## src/rtl/seq_pattern_gen.sv

```systemverilog
// seq_pattern_gen: stimulus generator for a/b/c and d/e sequence monitors.
// Latency: first a/d is high one cycle after start is accepted; all outputs are registered.
// Backpressure: none. start is ignored while busy; abort cancels a run immediately.
//
// Ports:
//   clk, rst            clock and synchronous active-high reset
//   start, abort        run command (IDLE only) and cancel (any non-IDLE state)
//   abc_en, de_en       channel enables, captured when start is accepted
//   de_gap, repeat_n    d-to-e gap and iteration count, captured when start is accepted
//   a, b, c, d, e       registered sequence outputs
//   busy, done, err     run in progress, end-of-run pulse, rejected-start pulse
module seq_pattern_gen #(
  parameter int CNT_W    = 8,
  parameter int IDLE_CYC = 2,
  parameter int GAP_MIN  = 2,
  parameter int GAP_MAX  = 5
) (
  input  logic             clk,
  input  logic             rst,
  input  logic             start,
  input  logic             abort,
  input  logic             abc_en,
  input  logic             de_en,
  input  logic [2:0]       de_gap,
  input  logic [CNT_W-1:0] repeat_n,
  output logic             a,
  output logic             b,
  output logic             c,
  output logic             d,
  output logic             e,
  output logic             busy,
  output logic             done,
  output logic             err
);

  localparam int             SP_W      = (IDLE_CYC > 1) ? $clog2(IDLE_CYC) : 1;
  localparam logic [SP_W-1:0] SP_LAST  = SP_W'(IDLE_CYC - 1);
  localparam bit             HAS_SPACE = (IDLE_CYC > 0);
  localparam logic [2:0]     GMIN      = 3'(GAP_MIN);
  localparam logic [2:0]     GMAX      = 3'(GAP_MAX);

  typedef enum logic [1:0] {IDLE, STEP, SPACE, FIN} state_t;

  state_t            state, state_n;
  logic [2:0]        s, s_n;
  logic [2:0]        last_s, last_s_n;
  logic [2:0]        gap_q, gap_n;
  logic              abc_q, abc_n;
  logic              de_q, de_n;
  logic [CNT_W-1:0]  iter, iter_n;
  logic [CNT_W-1:0]  rep_q, rep_n;
  logic [SP_W-1:0]   sp, sp_n;

  // Start-time configuration decode
  logic       cfg_bad;
  logic [2:0] len_abc, len_de, len_max;

  // Next values of the registered outputs
  logic a_n, b_n, c_n, d_n, e_n, busy_n, done_n, err_n;

  always_comb begin
    len_abc = abc_en ? 3'd3 : 3'd0;
    len_de  = de_en ? (de_gap + 3'd1) : 3'd0;
    len_max = (len_abc > len_de) ? len_abc : len_de;
    cfg_bad = (!abc_en && !de_en) ||
              (de_en && ((de_gap < GMIN) || (de_gap > GMAX)));
  end

  always_comb begin
    state_n  = state;
    s_n      = s;
    last_s_n = last_s;
    gap_n    = gap_q;
    abc_n    = abc_q;
    de_n     = de_q;
    iter_n   = iter;
    rep_n    = rep_q;
    sp_n     = sp;
    err_n    = 1'b0;

    unique case (state)
      IDLE: begin
        if (start && !abort) begin
          if (cfg_bad) begin
            err_n = 1'b1;
          end else begin
            abc_n    = abc_en;
            de_n     = de_en;
            gap_n    = de_gap;
            rep_n    = repeat_n;
            last_s_n = len_max - 3'd1;
            s_n      = 3'd0;
            iter_n   = '0;
            state_n  = (repeat_n == '0) ? FIN : STEP;
          end
        end
      end
      STEP: begin
        if (s == last_s) begin
          // rep_q >= 1 in STEP, so rep_q-1 never wraps and the full count range runs
          if (iter == rep_q - CNT_W'(1)) begin
            state_n = FIN;
          end else begin
            iter_n = iter + CNT_W'(1);
            s_n    = 3'd0;
            if (HAS_SPACE) begin
              state_n = SPACE;
              sp_n    = '0;
            end else begin
              state_n = STEP;
            end
          end
        end else begin
          s_n = s + 3'd1;
        end
      end
      SPACE: begin
        if (sp == SP_LAST) begin
          state_n = STEP;
          s_n     = 3'd0;
        end else begin
          sp_n = sp + SP_W'(1);
        end
      end
      FIN: begin
        state_n = IDLE;
      end
      default: state_n = IDLE;
    endcase

    if (abort && (state != IDLE)) begin
      state_n = IDLE;
    end
  end

  // Outputs are decoded from the state being entered so they appear one cycle after it
  always_comb begin
    a_n    = (state_n == STEP) && abc_n && (s_n == 3'd0);
    b_n    = (state_n == STEP) && abc_n && (s_n == 3'd1);
    c_n    = (state_n == STEP) && abc_n && (s_n == 3'd2);
    d_n    = (state_n == STEP) && de_n  && (s_n == 3'd0);
    e_n    = (state_n == STEP) && de_n  && (s_n == gap_n);
    busy_n = (state_n == STEP) || (state_n == SPACE);
    done_n = (state_n == FIN);
  end

  always_ff @(posedge clk) begin
    if (rst) begin
      state  <= IDLE;
      s      <= 3'd0;
      last_s <= 3'd0;
      gap_q  <= 3'd0;
      abc_q  <= 1'b0;
      de_q   <= 1'b0;
      iter   <= '0;
      rep_q  <= '0;
      sp     <= '0;
      a      <= 1'b0;
      b      <= 1'b0;
      c      <= 1'b0;
      d      <= 1'b0;
      e      <= 1'b0;
      busy   <= 1'b0;
      done   <= 1'b0;
      err    <= 1'b0;
    end else begin
      state  <= state_n;
      s      <= s_n;
      last_s <= last_s_n;
      gap_q  <= gap_n;
      abc_q  <= abc_n;
      de_q   <= de_n;
      iter   <= iter_n;
      rep_q  <= rep_n;
      sp     <= sp_n;
      a      <= a_n;
      b      <= b_n;
      c      <= c_n;
      d      <= d_n;
      e      <= e_n;
      busy   <= busy_n;
      done   <= done_n;
      err    <= err_n;
    end
  end

endmodule

```

## config.mk

```make
export PLATFORM = sky130hd
export DESIGN_NAME = seq_pattern_gen
export DESIGN_NICKNAME = d
export VERILOG_FILES = /design/src/rtl/seq_pattern_gen.sv
export SDC_FILE = /design/constraint.sdc
export NUM_CORES = 1
export LEC_CHECK = 0
export ABC_AREA = 1
export BUFFER_PORTS_ARGS = -buffer_cell sky130_fd_sc_hd__buf_2
export CORE_MARGIN = 2
export CORE_UTILIZATION = 62
export DETAILED_ROUTE_END_ITERATION = 16
export PLACE_DENSITY_LB_ADDON = 0.1
export SYNTH_ARGS = -nofsm -noshare
export SYNTH_HDL_FRONTEND = slang
export SYNTH_SLANG_ARGS = --single-unit
```

## constraint.sdc

```tcl
create_clock -name clk -period 4.7 [get_ports clk]
set_clock_uncertainty 0.2 [all_clocks]
set_input_delay 0.235 -clock clk [delete_from_list [all_inputs] [get_ports clk]]
set_output_delay 0.235 -clock clk [all_outputs]
set_load 0.03 [all_outputs]
```

==> flow_summary.json, run 1 <==
{
  "fmax_mhz": 390,
  "place_ws_ns": 2.11,
  "post_cts_buffers": 0,
  "first_global_vias": 1894,
  "post-route-util_pct": 72.3,
  "finalSetupTns_ns": 0,
  "yosysSeqAreaShare_pct": 34.1,
  "start_kind": "flop",
  "cts.clk_slew.worst_paths_ns": 0.11,
  "place.gp.congestion": 0.887,
  "antenna_found_initial": 0,
  "syn_area_per_cell_um2": 7.08,
  "crit_path_end_kind": "flop",
  "drt_pass1_iterations": 4,
  "power_w": 0.000638,
  "area_growth_pct": 9.93,
  "drv_cap": 0,
  "maxSlewViolCount": 0,
  "drc": 0,
  "layout.nets": 369,
  "wl_um": 4530,
  "dp_hpwl_um": 3480,
  "power_density_nw_per_um2": 260,
  "ys_ff_latch": 38,
  "required_ns": 4.80,
  "cts_tree": "done",
  "clkLatencyLatePin_ns": 0.35,
  "synth_nets": 341,
  "worst_slew_pin_slew_ns": 0.400,
  "cp_common_cell": "nand2_1",
  "cts_sinks": 38,
  "rows": 21,
  "diodes": 0,
  "cts_resized": 0,
  "via_count": 1991,
  "hold_path.class": "primary input to flop",
  "synth_warnings": 0,
  "port_buffers": 24,
  "period_share_pct": 54.6,
  "whs_ns": 0.00886,
  "final_cell_mix": "nand2_1 (61), nor2_1 (39), dfxtp_1 (38)",
  "track_usage_pct": 24.5,
  "netlist_area_um2": 2230,
  "die_w_um": 64.0,
  "arrival_ns": 2.66,
  "relSlewSlack_pct": 73.2,
  "clock_path_buffers": 2,
  "hold_viol_final": 0,
  "overflow": 0,
  "grt_pass1_wl_um": 7850,
  "netlist_instances": 315,
  "die_h_um": 64.0,
  "dieArea_um2": 4090,
  "drive_gt1_share_pct": 17.8,
  "setup_violations": 0,
  "crit_type": "flop to flop",
  "htree_levels": 2,
  "critPathSlowestCell": "dfxtp_1",
  "p_leak_nw": 1.10,
  "status": "finished clean",
  "drtAntennaViolNets": 0,
  "rsz0062_at_grt": "false",
  "fin_ws_ns": 2.13,
  "start_util_pct": 65.8,
  "cts_made_buffers": 5,
  "slowest_delay_ns": 0.33,
  "period_minus_slack_ns": 2.57,
  "vias_per_cell": 5.12,
  "wire_per_inst_um": 11.7,
  "final_common_cell": "nand2_1",
  "core_area_um2": 3390,
  "crit_path_max_fanout": 6,
  "crit_chain": "inv_1 > ha_1 > nand3_2 > nor2_1 > xor2_1 > inv_1 > nor2_2 > nand2_1 > nand2_1 > nand2_1 > a21oi_1 > ha_1 > nand2_1 > nand3b_1 > nor2_2",
  "ioPinCount": 25,
  "ir_drop_mv": 0.185,
  "drt-initial-drc-count": 73,
  "grt_max_degree": 23,
  "root_buffer": "clkbuf_4",
  "synth_cell_type_count": 38
}
## registers in the layout, indices dropped and copies added, names as in the netlist, 2 cells and up
name	flops
state	2
rep_q	8
iter	8
gap_q	3
s	3
last_s	3
## final timing paths
check / from / to / slack, ns / cells after the start
worst min register to register: iter[7]$_SDFFE_PP0P_ / iter[7]$_SDFFE_PP0P_ / 0.31 / 2
worst max-delay path: rep_q[0]$_SDFFE_PP0P_ / e$_SDFF_PP0_ / 2.13 / 15
worst max register to register: rep_q[0]$_SDFFE_PP0P_ / e$_SDFF_PP0_ / 2.13 / 15
worst min-delay path: repeat_n[2] / rep_q[2]$_SDFFE_PP0P_ / 0.009 / 3
## worst max-delay path: cells and delay by family, from the launching register on
kind | cells | cell delay (ns)
AOI/OAI and AO/OA | 1 | 0.21
and+or+nand+nor | 9 | 0.99
buffers and inverters | 2 | 0.20
DFF | 1 | 0.33
xor gates and xnor gates | 1 | 0.15
adders and majority gates | 2 | 0.44
## cell type report
cell class	instances	area, um^2
repair buffers	28	160
multi-input cells	229	1270
clock buffers	5	37.5
flip-flops and latches	38	761
clock inverters	2	10.0
well taps	46	57.6
inverters	41	154
fillers	297	938
## metal layers
metal / share of wire (%) / up-vias / wire (um) / GRT usage, %
met5: 0 / - / 0 / 0
met4: 2.6 / 0 / 119 / 10.9
met3: 3.1 / 13 / 139 / 6.16
met2: 51 / 29 / 2320 / 44.3
met1: 43 / 885 / 1950 / 26.8
li1: - / 1064 / - / -
## cell families (layout without fill, tap and decap cells)
logic type,count (synthesis),count (layout),synth area share (%)
compound gates,50,50,12.7
xor+xnor,15,15,5.89
simple gates,154,154,32.9
mux,1,1,0.449
fa+ha+maj,9,9,5.05
flops,38,38,34.1
buf+inv,48,76,8.87
## synth_stat cells
| master | number | area share, % |
|---|---|---|
| o21ai_1 | 2 | 0.45 |
| xor2_1 | 4 | 1.6 |
| mux2i_1 | 1 | 0.45 |
| nand2_2 | 6 | 1.7 |
| buf_1 | 1 | 0.17 |
| a21oi_1 | 22 | 4.9 |
| nand3_2 | 3 | 1.3 |
| buf_6 | 2 | 1.0 |
| clkbuf_1 | 2 | 0.34 |
| a311oi_1 | 1 | 0.39 |
| nor2_2 | 5 | 1.4 |
| nand3_1 | 16 | 3.6 |
| nand3b_1 | 2 | 0.67 |
| and2_1 | 1 | 0.28 |
| nor2_4 | 2 | 1.0 |
| or2_2 | 3 | 0.84 |
| xnor2_1 | 11 | 4.3 |
| o22ai_2 | 1 | 0.56 |
| clkinv_1 | 1 | 0.17 |
| or2_1 | 1 | 0.28 |
| dfxtp_1 | 38 | 34 |
| o31ai_1 | 1 | 0.34 |
| o21ai_0 | 19 | 4.3 |
| nand4_1 | 1 | 0.28 |
| nor3b_2 | 2 | 1.1 |
| ha_1 | 9 | 5.1 |
| nand3_4 | 1 | 0.79 |
| nor4_1 | 2 | 0.56 |
| inv_1 | 36 | 6.1 |
| buf_2 | 2 | 0.45 |
| inv_2 | 4 | 0.67 |
| nor2_1 | 39 | 6.6 |
| a211oi_2 | 2 | 1.1 |
| nand2_1 | 61 | 10 |
| o21bai_1 | 1 | 0.34 |
| nor3_1 | 8 | 1.8 |
| nor3_2 | 1 | 0.45 |
| a31oi_1 | 1 | 0.28 |
## report_power, final
group	total, W	internal (W)	switching, W
logic	0.000139	0.0000513	0.0000873
clock network	0.000157	0.0000538	0.000104
registers	0.000342	0.000334	0.00000815
## stage by stage
stage | std cells | area, um^2
after floorplan | 315 | 2230
after global placement | 378 | 2360
after detailed placement | 378 | 2360
after CTS | 389 | 2450
after global routing | 389 | 2450
final | 389 | 2450
## timing repair
item	4_1_cts	5_1_grt
hold buffers	4	0
endpoints found under the setup margin	0	0
hold endpoints to repair	4	0
Power figures use the tool's default switching activity.
==> inputs of run 2 (changes only) <==
- ABC_AREA: 1 -> 0
- CORE_UTILIZATION: 62 -> 57
- clock period: 4.7 -> 2.51 ns (I/O delays scaled with it)
==> run 2 against run 1 <==
Compared with the run above: the run now ends with negative setup slack left; highest routed layer unchanged; sequential share of layout area down 3.5 points; die area down 0.14%; worst setup slack worse by 2.4 ns; final cell count down 11%; hold slack better by 0.022 ns; sequential power up 86%; largest cell class unchanged; total power up 110%.
==> flow_summary.json, run 2 <==
{
  "drive_gt1_share_pct": 29.1,
  "relSlewSlack_pct": 58.3,
  "arrival_ns": 2.84,
  "crit_path_end_kind": "flop",
  "drc": 0,
  "period_minus_slack_ns": 2.77,
  "async_flop_share_pct": 0,
  "synth_area_leader_cell": "dfxtp_1",
  "violations": "negative setup slack",
  "crit_type": "flop to flop",
  "drt-initial-drc-count": 129,
  "cts.clk_slew.worst_paths_ns": 0.12,
  "ys_top_cells_by_area": "dfxtp_1 (37%), nand2_1 (6.1%), xor2_1 (6.0%)",
  "synth_nets": 270,
  "maxSlewViolCount": 0,
  "dp_hpwl_um": 3450,
  "worstHoldStart": "abort",
  "period_share_pct": 110,
  "worst_slew_pin_slew_ns": 0.621,
  "final_common_cell": "dfxtp_1",
  "required_ns": 2.58,
  "rsz0062_at_grt": "true",
  "via_count": 1974,
  "root_buffer": "clkbuf_4",
  "rows": 21,
  "area_growth_pct": 35.3,
  "wl_met1_um": 2120,
  "drt_pass1_iterations": 4,
  "htree_levels": 2,
  "fin_area_um2": 2770,
  "power_w": 0.00135,
  "worst_r2r_endpoint": "e$_SDFF_PP0_",
  "hold_path.class": "primary input to flop",
  "setup_violations": 19,
  "r2r-start": "rep_q[1]$_SDFFE_PP0P_",
  "grt_max_degree": 17,
  "final_cell_mix": "dfxtp_1 (36), nand2_1 (31), nor2_1 (24)",
  "top_regs": "iter (8), rep_q (8)",
  "synth_edf_count": 0,
  "core_area_um2": 3390,
  "synth_top_area_share_pct": 37.2,
  "yosysSeqAreaShare_pct": 37.2,
  "synth_most_common_cell": "dfxtp_1",
  "ys_ff_latch": 38,
  "reg2reg_depth": 9,
  "overflow": 0,
  "reg2reg_slack_ns": -0.26,
  "synth_flop_cell": "dfxtp_1",
  "dr_wl_met3_um": 211,
  "fin_ws_ns": -0.259,
  "synth_warnings": 0,
  "die_h_um": 63.9,
  "fmax_mhz": 361,
  "place.gp.congestion": 0.838,
  "top_layer": "met4",
  "crit_path_max_fanout": 5,
  "finalSetupTns_ns": -2.85,
  "first_global_vias": 1968,
  "grt_pass1_wl_um": 8490,
  "synth_cell_type_count": 45,
  "layout.nets": 327,
  "place_area_um2": 2430,
  "ir_drop_mv": 0.422,
  "vias_per_cell": 5.67,
  "dieArea_um2": 4090,
  "drtAntennaViolNets": 0,
  "start_util_pct": 60.4,
  "wire_per_inst_um": 15.3,
  "netlist_instances": 244,
  "wl_um": 5340,
  "hold_path_end": "state[1]$_SDFF_PP0_",
  "syn_area_per_cell_um2": 8.39,
  "start_kind": "flop",
  "port_buffers": 24,
  "status": "complete, but fails checks",
  "track_usage_pct": 26.5,
  "clkLatencyLatePin_ns": 0.35,
  "p_leak_nw": 1.14,
  "wl_met2_um": 2820,
  "cts_sinks": 38,
  "power_density_nw_per_um2": 489,
  "ys_top_cells_by_count": "dfxtp_1 (38), nand2_1 (33), nor2_1 (25), a21oi_1 (19), xor2_1 (14)",
  "min_delay_path_depth": 3,
  "cts_tree": "done",
  "die_w_um": 63.9,
  "drv_cap": 0,
  "antenna_found_initial": 0,
  "hold_viol_final": 0,
  "netlist_area_um2": 2050,
  "ioPinCount": 25,
  "cts_made_buffers": 5,
  "diodes": 0,
  "clock_path_buffers": 2
}
run 2: cell types whose count changed after synthesis, sizes merged, moves of 5 or more:
cell	delta
buf	-5
clkbuf	+6
inv	-31
nand2	-34
nand2b	+7
nand3	-18
nor2	-21
nor2b	+8
o21ai	-19
xor2	+10
run 2: routing by layer:
metal  vias up  GRT usage, %
li1        958             -
met1       925          28.1
met2        67          48.3
met3        24          6.34
met4         0          13.3
met5         -             0
run 2: where the power goes:
part,internal [W],total (W),switching (W)
Sequential,0.000622,0.000637,0.0000155
Clock,0.000206,0.000418,0.000211
Combinational,0.000138,0.000300,0.000162
Total,0.000966,0.00135,0.000389
run 2: cell type report:
type	count	area (um^2)
fillers	194	619
multi-input cells	189	1410
repair buffers	58	432
inverters	9	33.8
flip-flops and latches	38	763
clock buffers	5	37.5
clock inverters	3	40.0
well taps	46	57.6
run 2: stage by stage:
stage | hold slack, ns | std cells | utilization [%] | setup slack (ns)
floorplan | 0.0539 | 244 | - | -0.0717
global placement | 0.177 | 327 | 71.8 | -0.139
detailed placement | 0.179 | 327 | 71.8 | -0.245
CTS | 0.0289 | 349 | 78.8 | -0.210
global route | 0.0451 | 348 | 81.7 | -0.323
finish | 0.0309 | 348 | 81.7 | -0.259
run 2: cell families after synthesis:
logic type | after synthesis | synth area share [%]
AND/OR/NAND/NOR | 108 | 26.8
multiplexers | 5 | 2.69
flip-flops | 38 | 37.2
XOR/XNOR | 25 | 10.7
buffers and inverters | 17 | 3.12
AO/OA/AOI/OAI | 42 | 14.1
adder cells (fa/ha/maj) | 9 | 5.50
run 2: what timing repair did:
| action | 4_1_cts | 5_1_grt |
|---|---|---|
| hold buffers | 14 | 0 |
| buffers inserted | 0 | 1 |
| pin swaps | 4 | 10 |
| setup endpoints to repair | 16 | 22 |
| endpoints found under the hold margin | 20 | 0 |
| resized for setup | 3 | 18 |
run 2: how the worst max path moves through the flow:
stage / from / end / slack [ns] / cells after the start
finish: rep_q[1]$_SDFFE_PP0P_ / e$_SDFF_PP0_ / -0.26 / 9
global route: rep_q[1]$_SDFFE_PP0P_ / e$_SDFF_PP0_ / -0.32 / 9
global placement: rep_q[1]$_SDFFE_PP0P_ / b$_SDFF_PP0_ / -0.14 / 10
detailed placement: rep_q[1]$_SDFFE_PP0P_ / b$_SDFF_PP0_ / -0.24 / 10
CTS: rep_q[0]$_SDFFE_PP0P_ / e$_SDFF_PP0_ / -0.21 / 8
floorplan: rep_q[1]$_SDFFE_PP0P_ / b$_SDFF_PP0_ / -0.07 / 10
run 2: critical path, cell delays in order (launching register included):
cell      delay [ns]
dfxtp_2         0.36
or4_4           0.60
nor4b_4         0.23
o211ai_1        0.15
a211oi_2        0.25
buf_4           0.17
a21oi_4         0.06
mux2_4          0.28
xor2_1          0.17
nor4_2          0.22
